## src/rtl/rv_ctrl_pkg.sv

```systemverilog
// Shared encodings for the KGP-RISC multi-cycle controller:
// FSM states, decoder instruction classes and PC source selects.
package rv_ctrl_pkg;

    typedef enum logic [2:0] {
        ST_IDLE   = 3'd0,
        ST_FETCH  = 3'd1,
        ST_DECODE = 3'd2,
        ST_EXEC   = 3'd3,
        ST_MEM    = 3'd4,
        ST_WB     = 3'd5,
        ST_HALT   = 3'd6,
        ST_ERROR  = 3'd7
    } state_e;

    typedef enum logic [2:0] {
        CLS_ALU    = 3'd0,
        CLS_LOAD   = 3'd1,
        CLS_STORE  = 3'd2,
        CLS_BRANCH = 3'd3,
        CLS_JUMP   = 3'd4,
        CLS_HALT   = 3'd5,
        CLS_ILL6   = 3'd6,
        CLS_ILL7   = 3'd7
    } instr_class_e;

    localparam logic [1:0] PC_SEL_SEQ    = 2'd0;
    localparam logic [1:0] PC_SEL_BRANCH = 2'd1;
    localparam logic [1:0] PC_SEL_JUMP   = 2'd2;

    // States that hold a memory strobe and therefore run the wait timer.
    function automatic logic is_mem_wait_state(input state_e s);
        return (s == ST_FETCH) || (s == ST_MEM);
    endfunction

endpackage

```

## src/rtl/mem_wait_timer.sv

```systemverilog
// Counts consecutive memory wait cycles; expired flags that the count
// has reached TIMEOUT so the controller can abandon the access.
module mem_wait_timer #(
    parameter int TIMEOUT = 15
) (
    input  logic clk,
    input  logic rst,
    input  logic clr,
    input  logic cnt_en,
    output logic expired
);

    localparam logic [7:0] LIMIT = 8'(TIMEOUT);

    logic [7:0] cnt_q;
    logic [7:0] cnt_d;

    // Next count: clear dominates, count saturates rather than wrapping.
    always_comb begin
        cnt_d = cnt_q;
        if (clr) begin
            cnt_d = 8'd0;
        end else if (cnt_en && (cnt_q != 8'hFF)) begin
            cnt_d = cnt_q + 8'd1;
        end else begin
            cnt_d = cnt_q;
        end
    end

    // Counter register.
    always_ff @(posedge clk or posedge rst) begin
        if (rst) begin
            cnt_q <= 8'd0;
        end else begin
            cnt_q <= cnt_d;
        end
    end

    assign expired = (cnt_q == LIMIT);

endmodule

```

## src/rtl/multicycle_ctrl.sv

```systemverilog
// Multi-cycle control FSM: sequences fetch/decode/execute/memory/writeback,
// drives datapath enables and strobes, and counts retired instructions.
module multicycle_ctrl
    import rv_ctrl_pkg::*;
#(
    parameter int TIMEOUT = 15,
    parameter int CNT_W   = 16
) (
    input  logic             clk,
    input  logic             rst,
    input  logic             start,
    input  logic [2:0]       instr_class,
    input  logic             branch_taken,
    input  logic             mem_ready,
    output logic             pc_en,
    output logic [1:0]       pc_sel,
    output logic             ir_en,
    output logic             mem_rd,
    output logic             mem_wr,
    output logic             is_fetch,
    output logic             reg_we,
    output logic             wb_sel,
    output logic             busy,
    output logic             halted,
    output logic             error,
    output logic [CNT_W-1:0] retired
);

    state_e             state_q;
    state_e             state_d;
    instr_class_e       class_q;
    instr_class_e       class_d;
    logic [CNT_W-1:0]   retired_q;
    logic [CNT_W-1:0]   retired_d;
    logic               in_wait_s;
    logic               timer_clr_s;
    logic               timer_en_s;
    logic               expired_s;

    // Leaving a wait state always happens on mem_ready (or timeout), so
    // clearing on ready also gives a fresh count on every state entry.
    assign in_wait_s   = is_mem_wait_state(state_q);
    assign timer_clr_s = !in_wait_s || mem_ready;
    assign timer_en_s  = in_wait_s && !mem_ready;

    mem_wait_timer #(
        .TIMEOUT (TIMEOUT)
    ) u_timer (
        .clk     (clk),
        .rst     (rst),
        .clr     (timer_clr_s),
        .cnt_en  (timer_en_s),
        .expired (expired_s)
    );

    // Next-state and datapath control decode.
    always_comb begin
        state_d  = state_q;
        class_d  = class_q;
        pc_en    = 1'b0;
        pc_sel   = PC_SEL_SEQ;
        ir_en    = 1'b0;
        mem_rd   = 1'b0;
        mem_wr   = 1'b0;
        is_fetch = 1'b0;
        reg_we   = 1'b0;
        wb_sel   = 1'b0;
        busy     = 1'b0;
        halted   = 1'b0;
        error    = 1'b0;

        case (state_q)
            ST_IDLE: begin
                if (start) begin
                    state_d = ST_FETCH;
                end else begin
                    state_d = ST_IDLE;
                end
            end
            ST_FETCH: begin
                busy     = 1'b1;
                mem_rd   = 1'b1;
                is_fetch = 1'b1;
                // A ready on the final allowed cycle still completes the fetch.
                if (mem_ready) begin
                    ir_en   = 1'b1;
                    state_d = ST_DECODE;
                end else if (expired_s) begin
                    state_d = ST_ERROR;
                end else begin
                    state_d = ST_FETCH;
                end
            end
            ST_DECODE: begin
                busy    = 1'b1;
                class_d = instr_class_e'(instr_class);
                case (instr_class_e'(instr_class))
                    CLS_ALU, CLS_LOAD, CLS_STORE,
                    CLS_BRANCH, CLS_JUMP: state_d = ST_EXEC;
                    CLS_HALT:             state_d = ST_HALT;
                    default:              state_d = ST_ERROR;
                endcase
            end
            ST_EXEC: begin
                busy = 1'b1;
                case (class_q)
                    CLS_ALU:              state_d = ST_WB;
                    CLS_LOAD, CLS_STORE:  state_d = ST_MEM;
                    CLS_BRANCH: begin
                        pc_en   = 1'b1;
                        pc_sel  = branch_taken ? PC_SEL_BRANCH : PC_SEL_SEQ;
                        state_d = ST_FETCH;
                    end
                    CLS_JUMP: begin
                        pc_en   = 1'b1;
                        pc_sel  = PC_SEL_JUMP;
                        state_d = ST_FETCH;
                    end
                    default:              state_d = ST_ERROR;
                endcase
            end
            ST_MEM: begin
                busy = 1'b1;
                case (class_q)
                    CLS_LOAD: begin
                        mem_rd = 1'b1;
                        if (mem_ready) begin
                            state_d = ST_WB;
                        end else if (expired_s) begin
                            state_d = ST_ERROR;
                        end else begin
                            state_d = ST_MEM;
                        end
                    end
                    CLS_STORE: begin
                        mem_wr = 1'b1;
                        if (mem_ready) begin
                            pc_en   = 1'b1;
                            pc_sel  = PC_SEL_SEQ;
                            state_d = ST_FETCH;
                        end else if (expired_s) begin
                            state_d = ST_ERROR;
                        end else begin
                            state_d = ST_MEM;
                        end
                    end
                    default: state_d = ST_ERROR;
                endcase
            end
            ST_WB: begin
                busy    = 1'b1;
                reg_we  = 1'b1;
                wb_sel  = (class_q == CLS_LOAD);
                pc_en   = 1'b1;
                pc_sel  = PC_SEL_SEQ;
                state_d = ST_FETCH;
            end
            ST_HALT: begin
                halted  = 1'b1;
                state_d = ST_HALT;
            end
            ST_ERROR: begin
                error   = 1'b1;
                state_d = ST_ERROR;
            end
            default: begin
                error   = 1'b1;
                state_d = ST_ERROR;
            end
        endcase
    end

    // Retired count advances with every PC update and sticks at all-ones.
    always_comb begin
        if (pc_en && (retired_q != {CNT_W{1'b1}})) begin
            retired_d = retired_q + CNT_W'(1);
        end else begin
            retired_d = retired_q;
        end
    end

    // State, latched class and retired-count registers.
    always_ff @(posedge clk or posedge rst) begin
        if (rst) begin
            state_q   <= ST_IDLE;
            class_q   <= CLS_ALU;
            retired_q <= '0;
        end else begin
            state_q   <= state_d;
            class_q   <= class_d;
            retired_q <= retired_d;
        end
    end

    assign retired = retired_q;

endmodule
```

## config.mk

```make
export PLATFORM = sky130hd
export DESIGN_NAME = multicycle_ctrl
export DESIGN_NICKNAME = d
export VERILOG_FILES = /design/src/rtl/rv_ctrl_pkg.sv /design/src/rtl/mem_wait_timer.sv /design/src/rtl/multicycle_ctrl.sv
export SDC_FILE = /design/constraint.sdc
export NUM_CORES = 1
export LEC_CHECK = 0
export ABC_AREA = 0
export ABC_CLOCK_PERIOD_IN_PS = 2900
export CAP_MARGIN = 10
export CORE_MARGIN = 10
export CORE_UTILIZATION = 51
export CTS_BUF_LIST = sky130_fd_sc_hd__clkbuf_16
export DETAILED_ROUTE_END_ITERATION = 10
export PLACE_DENSITY = 0.75
export SLEW_MARGIN = 5
export SYNTH_ARGS = -nofsm -noshare
export SYNTH_HDL_FRONTEND = slang
export SYNTH_SLANG_ARGS = --single-unit
```

## constraint.sdc

```tcl
create_clock -name clk -period 2.9 [get_ports clk]
set_clock_uncertainty 0.2 [all_clocks]
set_input_delay 0.87 -clock clk [delete_from_list [all_inputs] [get_ports clk]]
set_output_delay 0.87 -clock clk [all_outputs]
set_load 0.05 [all_outputs]
```

==> summary.md <==
| Metric | Value |
|---|---|
| Status | `completed` |
| Multiplexer share of the synthesized area | `2.473%` |
| Tmin final | `2.862 ns` |
| Chip height | `78.92 um` |
| Total detailed-routing wirelength | `4314 um` |
| Max Root-Sink Buffers | `2` |
| Sink Count | `30` |
| FF-to-FF Start | `state_q[1]` |
| Largest net degree at the start of global routing | `31` |
| PwrDens | `958.5 nW/um^2` |
| Synth-to-Final Area Change | `38.87%` |
| Required time of the worst setup path | `1.83 ns` |
| Die area | `6228 um^2` |
| Antenna-violating nets left | `0` |
| Fin util | `73.68%` |
| Grt ovf | `0` |
| Seq/Total Area, Yosys | `42.40%` |
| Max Transition Viols Final | `0` |
| Worst Path Max Fanout | `3` |
| Critical Path AT | `1.79 ns` |
| Worst Hold Class | `reg2reg` |
| CTS Buf Count | `5` |
| Largest area contributor in the netlist | `dfrtp_1` |
| Worst Hold Path EP | `retired[7]` |
| Initial Util | `53.06%` |
| Hold Slack | `0.2907 ns` |
| Simple-gate area share of the yosys netlist | `29.33%` |
| Boundary Pins | `36` |
| Tcrit/Tclk final | `98.70%` |
| Worst setup path category | `reg2out` |
| Async SR Flop Fraction | `100.0%` |
| Fill cell count | `258` |
| TritonRoute pass-1 iters | `4` |
| Leak pwr | `1.014 nW` |
| Clk_lat worst skew | `0.27 ns` |
| Worst vdd ir | `0.5730 mV` |
| Most used DFF post-synth | `dfrtp_1` |
| Synthesized Nets | `192` |
| Core area | `3337 um^2` |
| Hold Vio Cnt, Final | `0` |
| H-tree level count | `2` |
| First-pass GRT wire length | `7210 um` |
| Most frequent CP cell | `or3b_4` |
| YS warnings | `0` |
| Final HPWL from detailed placement | `3143 um` |
| Port Buf Inserts | `35` |
| DR iter-0 viols | `85` |
| FF-to-FF End | `retired[13]` |
| WP buf/inv | `1` |
| Fin nets | `237` |
| Worst-Margin Slew | `0.6306 ns` |
| Area contributors post-synth | `dfrtp_1 42%, xnor2_1 6.9%, nor2_1 3.2%` |
| Reg2reg path depth | `7` |
| Compound-gate portion of the synthesized area | `11.31%` |
| Clk root buf | `clkbuf_16` |
| EDFF count, synth | `0` |
| Worst Setup Start Kind | `register` |
| Hold Crit Depth | `1` |
| Wire per inst | `15.80 um` |
| Yosys reg bits | `30` |
| Unique masters post-synth | `49` |
| CTS tree | `yes` |
| Detailed-route DRC error count | `0` |
| Post-Synthesis Cell Area | `1770 um^2` |
| RSZ-0062 raised after global routing | `true` |
| Synth top area share | `42.40%` |
| Relative slew slack | `57.96%` |
| Vias in the first global route | `1549` |
| GRT Total Usage | `14.03%` |
| Setup violations, final | `0` |
| Vias | `1565` |
| CP max stage cell | `or3b_4` |
| Via-to-Cell Ratio | `5.733` |
| Average cell area after synthesis | `9.728 um^2` |
| Layout cells sized above 1 | `23.35%` |
| Initial antenna violation count | `0` |
| Critical Path Sink Type | `output pin` |
| Worst-path clk slew | `0.04 ns` |
| Synth Area in XOR/XNOR | `8.905%` |
| Post-synthesis cell count | `182` |
| Max-cap viol count | `0` |
| Crit path cell chain | `or3b_4 -> or3b_4 -> a21oi_4 -> buf_12` |
| HP Start | `retired[7]` |
| Delay-heaviest family, CP | `simple AND/OR/NAND/NOR gates` |
| Ant diodes | `0` |
| Main combinational cell family by area after synthesis | `simple AND/OR/NAND/NOR gates` |
| Slowest stage delay, CP | `0.42 ns` |
| Total power | `2.357 mW` |
| Post-synthesis adder-cell area fraction | `1.413%` |
| Die Width | `78.92 um` |
| RD Place Congestion | `0.8361` |
| Max Clk Rate | `349.4 MHz` |
| Setup slack, reg-to-reg | `0.58 ns` |
| Site Rows | `21` |
-- sequential cells by signal, summed over array words and instances, names as in the netlist --
register / flops
state_q: 3
class_q: 3
retired: 16
u_timer.cnt_q: 8
-- cells in the mapped netlist, types with 3 or more instances --
cell type and count:
a21oi_1 9, a31oi_1 3, and3_1 7, buf_2 5, dfrtp_1 30, inv_1 4, nand2_1 9, nand3_1 10
nand4_1 7, nor2_1 15, nor3_1 8, o21ai_0 6, xnor2_1 14, xor2_1 4
-- cell families (layout without fill, tap and decap cells) --
kind of cell / after synthesis / after routing
AOI/OAI and AO/OA: 30 / 30
xor gates and xnor gates: 18 / 18
adders and majority gates: 2 / 2
buffers and inverters: 14 / 59
DFF: 30 / 30
muxes: 4 / 4
and+or+nand+nor: 84 / 84
-- metrics by stage --
stage	std cells	cell area, um^2	TNS, ns	worst slack [ns]
2_1_floorplan	182	1798	0	0.1153
3_3_place_gp	262	2285	-0.09937	-0.09937
3_5_place_dp	262	2285	-0.1112	-0.1112
4_1_cts	271	2434	0	0.02172
5_1_grt	273	2459	-0.01112	-0.009300
6_report	273	2459	0	0.03761
-- routing by layer --
layer	vias to the layer above	part of all wire, %	GRT usage [%]
met3	6	4.4	4.054
met1	770	42	16.12
met4	0	1.6	5.018
met2	42	52	24.26
li1	747	-	-
met5	-	0	0
-- where the power goes --
group          switching [mW]  internal [mW]
clock network           0.156          0.304
logic                   0.720          0.541
registers               0.130          0.506
-- cells in the final DEF, fill, tap and decap left out, types with 3 or more instances in the layout --
master           count
a21oi_1              8
a31oi_1              3
and3_1               7
buf_12               8
buf_4               17
clkbuf_16            5
clkdlybuf4s50_1     22
dfrtp_1             30
inv_1                6
nand2_1              9
nand3_1             10
nand4_1              7
nor2_1              14
nor3_1               6
nor3b_2              3
o21ai_0              6
xnor2_1             14
xor2_1               4
-- how the worst max path moves through the flow --
stage	start	slack, ns	endpoint	cells past startpoint
after floorplan	state_q[2]	0.12	ir_en	4
after global placement	mem_ready	-0.1	pc_en	5
after detailed placement	mem_ready	-0.11	pc_en	5
after CTS	class_q[2]	0.02	mem_rd	4
after global routing	class_q[1]	-0.009	mem_rd	4
final	class_q[1]	0.04	mem_rd	4
-- timing repair --
item                       4_1_cts  5_1_grt
cloned                           0        0
hold buffers                     0        0
pin swaps                        4        3
setup endpoints to repair        2        2
gates resized for setup          2        2
setup buffers                    2        2
-- cell type report --
cell class	count	area, um^2	share of cell area [%]
clock buffers	5	125.1	5.089
clock inverters	2	7.507	0.3053
inverters	4	15.01	0.6107
multi-input cells	138	985.9	40.10
flip-flops and latches	30	750.7	30.53
well taps	46	57.56	2.341
repair buffers	48	516.7	21.02
(Power assumes the default switching activity.)
